==> config.mk <==
export PLATFORM = sky130hd
export DESIGN_NAME = can_bit_destuff
export DESIGN_NICKNAME = d
export VERILOG_FILES = /design/src/rtl/can_bit_destuff_pkg.sv /design/src/rtl/can_crc15.sv /design/src/rtl/can_bit_destuff.sv
export SDC_FILE = /design/constraint.sdc
export NUM_CORES = 1
export LEC_CHECK = 0
export BUFFER_PORTS_ARGS = -buffer_cell sky130_fd_sc_hd__buf_2
export CAP_MARGIN = 25
export CORE_MARGIN = 3
export CORE_UTILIZATION = 50
export DETAILED_ROUTE_END_ITERATION = 12
export PLACE_DENSITY_LB_ADDON = 0.05
export SKIP_CTS_REPAIR_TIMING = 1
export SLEW_MARGIN = 30
export SYNTH_ARGS = -nofsm -noshare
export SYNTH_HDL_FRONTEND = slang
export SYNTH_SLANG_ARGS = --single-unit
==> constraint.sdc <==
create_clock -name clock -period 3.5 [get_ports clock]
set_clock_uncertainty 0.1 [all_clocks]
set_input_delay 0.525 -clock clock [delete_from_list [all_inputs] [get_ports clock]]
set_output_delay 0.525 -clock clock [all_outputs]
set_load 0.05 [all_outputs]
==> src/rtl/can_bit_destuff_pkg.sv <==
// Shared constants, FSM state type and the CRC-15 step function for the CAN
// receive destuffer (the CRC step is reused by the transmit path).
package can_bit_destuff_pkg;

  localparam int unsigned DEF_STUFF_LEN = 5;
  localparam logic [14:0] DEF_CRC_POLY  = 15'h4599;

  typedef enum logic [1:0] {
    IDLE         = 2'd0,
    RUN          = 2'd1,
    EXPECT_STUFF = 2'd2,
    ERROR        = 2'd3
  } destuff_state_t;

  function automatic logic [14:0] crc15_step(input logic [14:0] crc,
                                             input logic        bit_in,
                                             input logic [14:0] poly);
    logic nxt;
    nxt = bit_in ^ crc[14];
    return {crc[13:0], 1'b0} ^ (nxt ? poly : 15'd0);
  endfunction

endpackage

==> src/rtl/can_crc15.sv <==
// CAN CRC-15 accumulator: one bit per enabled cycle, synchronous clear wins
// over enable.
module can_crc15
  import can_bit_destuff_pkg::*;
#(
  parameter logic [14:0] POLY = DEF_CRC_POLY
) (
  input  logic        clock,
  input  logic        reset_n,
  input  logic        clr,
  input  logic        en,
  input  logic        bit_in,
  output logic [14:0] crc
);

  logic [14:0] crc_q;
  logic [14:0] crc_d;

  always_comb begin
    crc_d = crc_q;
    if (clr) begin
      crc_d = 15'd0;
    end else if (en) begin
      crc_d = crc15_step(crc_q, bit_in, POLY);
    end
  end

  always_ff @(posedge clock or negedge reset_n) begin
    if (!reset_n) begin
      crc_q <= 15'd0;
    end else begin
      crc_q <= crc_d;
    end
  end

  assign crc = crc_q;

endmodule

==> src/rtl/can_bit_destuff.sv <==
// CAN receive bit destuffer: strips stuff bits from the sampled bus stream,
// flags stuff violations and accumulates CRC-15 over the destuffed bits.
module can_bit_destuff
  import can_bit_destuff_pkg::*;
#(
  parameter int unsigned STUFF_LEN = DEF_STUFF_LEN,
  parameter logic [14:0] CRC_POLY  = DEF_CRC_POLY
) (
  input  logic           clock,
  input  logic           reset_n,
  input  logic           sample,
  input  logic           rx_bit,
  input  logic           destuff_en,
  input  logic           crc_en,
  output logic           data_bit,
  output logic           data_valid,
  output logic           stuff_drop,
  output logic           stuff_error,
  output logic [14:0]    crc_reg,
  output logic           crc_zero,
  output destuff_state_t state_dbg
);

  // Strobe protocol: there is no back-pressure. rx_bit is taken on every
  // cycle with sample high; each taken bit yields at most one registered
  // one-cycle pulse (data_valid or stuff_drop, never both) on the next cycle.

  localparam logic [2:0] STUFF_LEN_W = 3'(STUFF_LEN);

  destuff_state_t state_q, state_d;
  logic           last_bit_q, last_bit_d;
  logic [2:0]     run_len_q, run_len_d;
  logic           data_bit_q, data_bit_d;
  logic           data_valid_q, data_valid_d;
  logic           stuff_drop_q, stuff_drop_d;
  logic           stuff_error_q, stuff_error_d;
  logic           accept_data;

  always_comb begin
    state_d       = state_q;
    last_bit_d    = last_bit_q;
    run_len_d     = run_len_q;
    data_bit_d    = data_bit_q;
    data_valid_d  = 1'b0;
    stuff_drop_d  = 1'b0;
    stuff_error_d = stuff_error_q;
    accept_data   = 1'b0;

    if (!destuff_en) begin
      // Enable low dominates, including a sample in the same cycle.
      state_d       = IDLE;
      run_len_d     = 3'd0;
      stuff_error_d = 1'b0;
    end else if (sample) begin
      unique case (state_q)
        IDLE: begin
          accept_data = 1'b1;
          last_bit_d  = rx_bit;
          run_len_d   = 3'd1;
          state_d     = (STUFF_LEN_W == 3'd1) ? EXPECT_STUFF : RUN;
        end
        RUN: begin
          accept_data = 1'b1;
          last_bit_d  = rx_bit;
          if (rx_bit == last_bit_q) begin
            run_len_d = (run_len_q >= STUFF_LEN_W) ? STUFF_LEN_W
                                                   : run_len_q + 3'd1;
          end else begin
            run_len_d = 3'd1;
          end
          if (run_len_d == STUFF_LEN_W) begin
            state_d = EXPECT_STUFF;
          end
        end
        EXPECT_STUFF: begin
          if (rx_bit != last_bit_q) begin
            // The stuff bit itself opens the next run.
            stuff_drop_d = 1'b1;
            last_bit_d   = rx_bit;
            run_len_d    = 3'd1;
            state_d      = (STUFF_LEN_W == 3'd1) ? EXPECT_STUFF : RUN;
          end else begin
            stuff_error_d = 1'b1;
            state_d       = ERROR;
          end
        end
        ERROR: begin
          state_d = ERROR;
        end
        default: begin
          state_d = IDLE;
        end
      endcase
    end

    if (accept_data) begin
      data_valid_d = 1'b1;
      data_bit_d   = rx_bit;
    end
  end

  always_ff @(posedge clock or negedge reset_n) begin
    if (!reset_n) begin
      state_q       <= IDLE;
      last_bit_q    <= 1'b1;
      run_len_q     <= 3'd0;
      data_bit_q    <= 1'b0;
      data_valid_q  <= 1'b0;
      stuff_drop_q  <= 1'b0;
      stuff_error_q <= 1'b0;
    end else begin
      state_q       <= state_d;
      last_bit_q    <= last_bit_d;
      run_len_q     <= run_len_d;
      data_bit_q    <= data_bit_d;
      data_valid_q  <= data_valid_d;
      stuff_drop_q  <= stuff_drop_d;
      stuff_error_q <= stuff_error_d;
    end
  end

  // CRC updates on the same edge that raises data_valid, so crc_reg already
  // includes the bit while its pulse is visible.
  can_crc15 #(
    .POLY (CRC_POLY)
  ) u_crc (
    .clock   (clock),
    .reset_n (reset_n),
    .clr     (~destuff_en),
    .en      (accept_data & crc_en),
    .bit_in  (rx_bit),
    .crc     (crc_reg)
  );

  assign data_bit    = data_bit_q;
  assign data_valid  = data_valid_q;
  assign stuff_drop  = stuff_drop_q;
  assign stuff_error = stuff_error_q;
  assign crc_zero    = (crc_reg == 15'd0);
  assign state_dbg   = state_q;

endmodule

==> results.md <==
- Core area: 2340 um^2
- Post-Synth Simple-Gate Area: 19.94%
- Fillers: 207
- Count of final setup violators: 0
- CTS Sinks: 25
- Average size of a mapped cell: 10.39 um^2
- Grt total ovfl: 0
- CTS tree: yes
- Placed Instance Area: 1430 um^2
- Fin crit period: 2.180 ns
- Peak supply drop: 0.3448 mV
- Initial Util: 55.51%
- HPWL Detailed: 1796 um
- Final hold violations: 0
- Final Util: 62.30%
- YS warnings: 0
- Initial DRC count: 26
- Post-synthesis mux area share: 8.767%
- XOR/XNOR Fraction of Synth Area: 7.418%
- Synth Instances: 125
- Nets@finish: 157
- Per-cell routed wire length: 14.24 um
- Max Clk Rate: 458.6 MHz
- Hold Crit Class: in -> async
- Sw Share: 35.10%
- Clock transition at path regs: 0.13 ns
- Setup_tns: 0 ns
- DRT antenna net count: 0
- Comb power frac: 27.4%
- WP data arrival: 1.56 ns
- Largest net degree at the start of global routing: 27
- Die Span Y: 56.97 um
- Mapped Nets: 133
- Global placer's final weighted congestion: 0.7137
- Synth Register Bits: 25
- Psw: 0.2196 mW
- P per Cell Area: 429.2 nW/um^2
- Vias per cell: 5.642
- DRC viols: 0
- Worst-path fanout max: 4
- H-tree depth: 1
- Flop pwr share: 52.7%
- Clock share of power: 20.0%
- Largest family of logic cells by synthesized area: simple AND/OR/NAND/NOR gates
- Number of port buffers: 27
- Crit Path Class: reg -> out
- Worst-case clock buffer depth: 2
- CP startpoint kind: flop
- Count of cell types in the netlist: 35
- Design Area, Final: 1458 um^2
- Number of flip-flops in the largest register: 15
- # IOs: 28
- Crit path capture type: primary output
- Number of diodes: 0
- Non-Filler Instances: 176
- Sequential share of the synthesized area: 48.27%
- Critical Path RT: 2.87 ns
- Compound-cell area share of the yosys netlist: 10.12%
- Critical Path Max Stage Delay: 0.43 ns
- DR vias: 993
- Outcome: finished, final reports clean
- DRT Wirelength: 2506 um
- Lkg Pwr: 0.7061 nW
- Pint: 0.4060 mW
- Clock Tree Root: clkbuf_4
- Power, Total: 0.6256 mW
- Tcrit/Tclk final: 62.30%
- Initial DRT Pass Iterations: 4
- Die W: 56.97 um
- MaxCap Viol Count: 0
- RSZ-0062 raised after global routing: false
- Cell chain of the critical path: nor4_1 > and4_1 > buf_2
- Slew @ Worst Pin: 0.8882 ns
- Synth Cell Area: 1299 um^2
- Post-Synth Adder-Cell Area: 1.927%
- Global-route usage over all layers: 17.48%
- Max_slew headroom: 40.74%
- Cells after DPL: 172
- First-pass GRT wire length: 4471 um
- Vias in the first global route: 950
- Die ar.: 3245 um^2
- Antenna violations before repair: 0
- Critical-path top delay cell: dfrtp_1
- Area grow syn2layout: 12.24%
- Inserted Clock Buffers: 3
- Share of cells above drive strength 1: 26.35%
- FP Rows: 17
- Max-slew violations: 0
- Clock latency on the worst-skew pair: 0.31 ns
-- layout by cell type, fill, tap and decap left out, types with 2 or more instances in the layout --
cell type  instances
o22ai_2            2
nor2_1             2
buf_2             27
a21oi_1            2
nor4_1             3
nand3b_1           2
nand2b_1           3
inv_1              2
xor2_1             6
and4b_1            2
o2bb2ai_1          2
nor2b_1            2
nand2_1           27
o21ai_0            3
mux2_2             2
nand4_1            2
clkbuf_4           3
mux2i_1            8
dfrtp_1           24
ha_1               2
o21ai_1            8
-- layout make-up --
class,instances,area [um^2],area share (%)
tap,28,35.03,2.403
clock buffer,3,22.52,1.545
sequential,25,626.9,43.00
multi-input combinational,90,625.6,42.92
timing repair buffer,27,135.1,9.270
clock inverter,1,5.005,0.3433
inverter,2,7.507,0.5150
-- worst max-delay path, delay by kind of cell (launching register included) --
kind	cells	cell delay [ns]
buffers and inverters	1	0.26
flip-flops	1	0.43
AND/OR/NAND/NOR	2	0.56
-- kinds of logic (layout without fill, tap and decap cells) --
group	count (synthesis)	in the layout
and+or+nand+nor	49	49
DFF	25	25
AOI/OAI and AO/OA	20	20
muxes	11	11
buffers and inverters	10	33
xor gates and xnor gates	8	8
adders and majority gates	2	2
-- power groups by stage --
stage	clock network (mW)	registers [mW]	logic (mW)
floorplan	0	0.373	0.0928
global placement	0	0.333	0.169
global route	0.143	0.333	0.187
detailed placement	0	0.335	0.173
CTS	0.131	0.330	0.173
finish	0.125	0.329	0.171
-- cell usage after synthesis (all sizes together) --
cell type / instances / area share, %
nand2: 27 / 7.8
dfrtp: 24 / 46
o21ai: 11 / 4.2
mux2i: 8 / 6.2
xor2: 6 / 4.0
buf: 5 / 2.1
clkbuf: 3 / 0.87
mux2: 3 / 2.6
nand2b: 3 / 1.4
nor4: 3 / 1.4
a21oi: 2 / 0.77
and4b: 2 / 1.5
ha: 2 / 1.9
inv: 2 / 0.58
nand3b: 2 / 1.2
nand4: 2 / 0.96
nor2: 2 / 0.58
nor2b: 2 / 0.96
nor4b: 2 / 1.8
o22ai: 2 / 1.9
o2bb2ai: 2 / 1.3
xnor2: 2 / 3.4
a211o: 1 / 0.67
a211oi: 1 / 0.58
and4: 1 / 0.67
dfstp: 1 / 2.0
nand3: 1 / 0.38
nor3: 1 / 0.38
nor4bb: 1 / 0.77
o21a: 1 / 0.58
-- per-stage QoR --
step / hold slack (ns) / worst slack [ns]
floorplan: 0.1294 / 1.489
finish: 0.07126 / 1.320
CTS: 0.08417 / 1.305
detailed placement: 0.3795 / 1.289
global route: 0.09422 / 1.248
global placement: 0.3691 / 1.354
-- layer usage --
metal | global-route usage [%] | up-vias | share of wire, %
met4 | 3.974 | 0 | 0.80
met2 | 28.22 | 27 | 45
met5 | 0 | - | 0
met1 | 23.30 | 482 | 48
li1 | - | 482 | -
met3 | 5.204 | 2 | 5.9
-- path summary, 6_finish.rpt --
| check | startpoint | endpoint | slack [ns] | depth (start not counted) |
|---|---|---|---|---|
| max | u_crc.crc[11] | crc_zero | 1.32 | 3 |
| min | reset_n | u_crc.crc[8] | 0.07 | 1 |
| max reg2reg | state_dbg[1] | u_crc.crc[14] | 1.64 | 2 |
| min reg2reg | stuff_error | stuff_error | 0.40 | 1 |
| max in group asynchronous | reset_n | last_bit_q | 2.87 | 1 |
| min in group clock | stuff_error | stuff_error | 0.40 | 1 |
(Power assumes the default switching activity.)
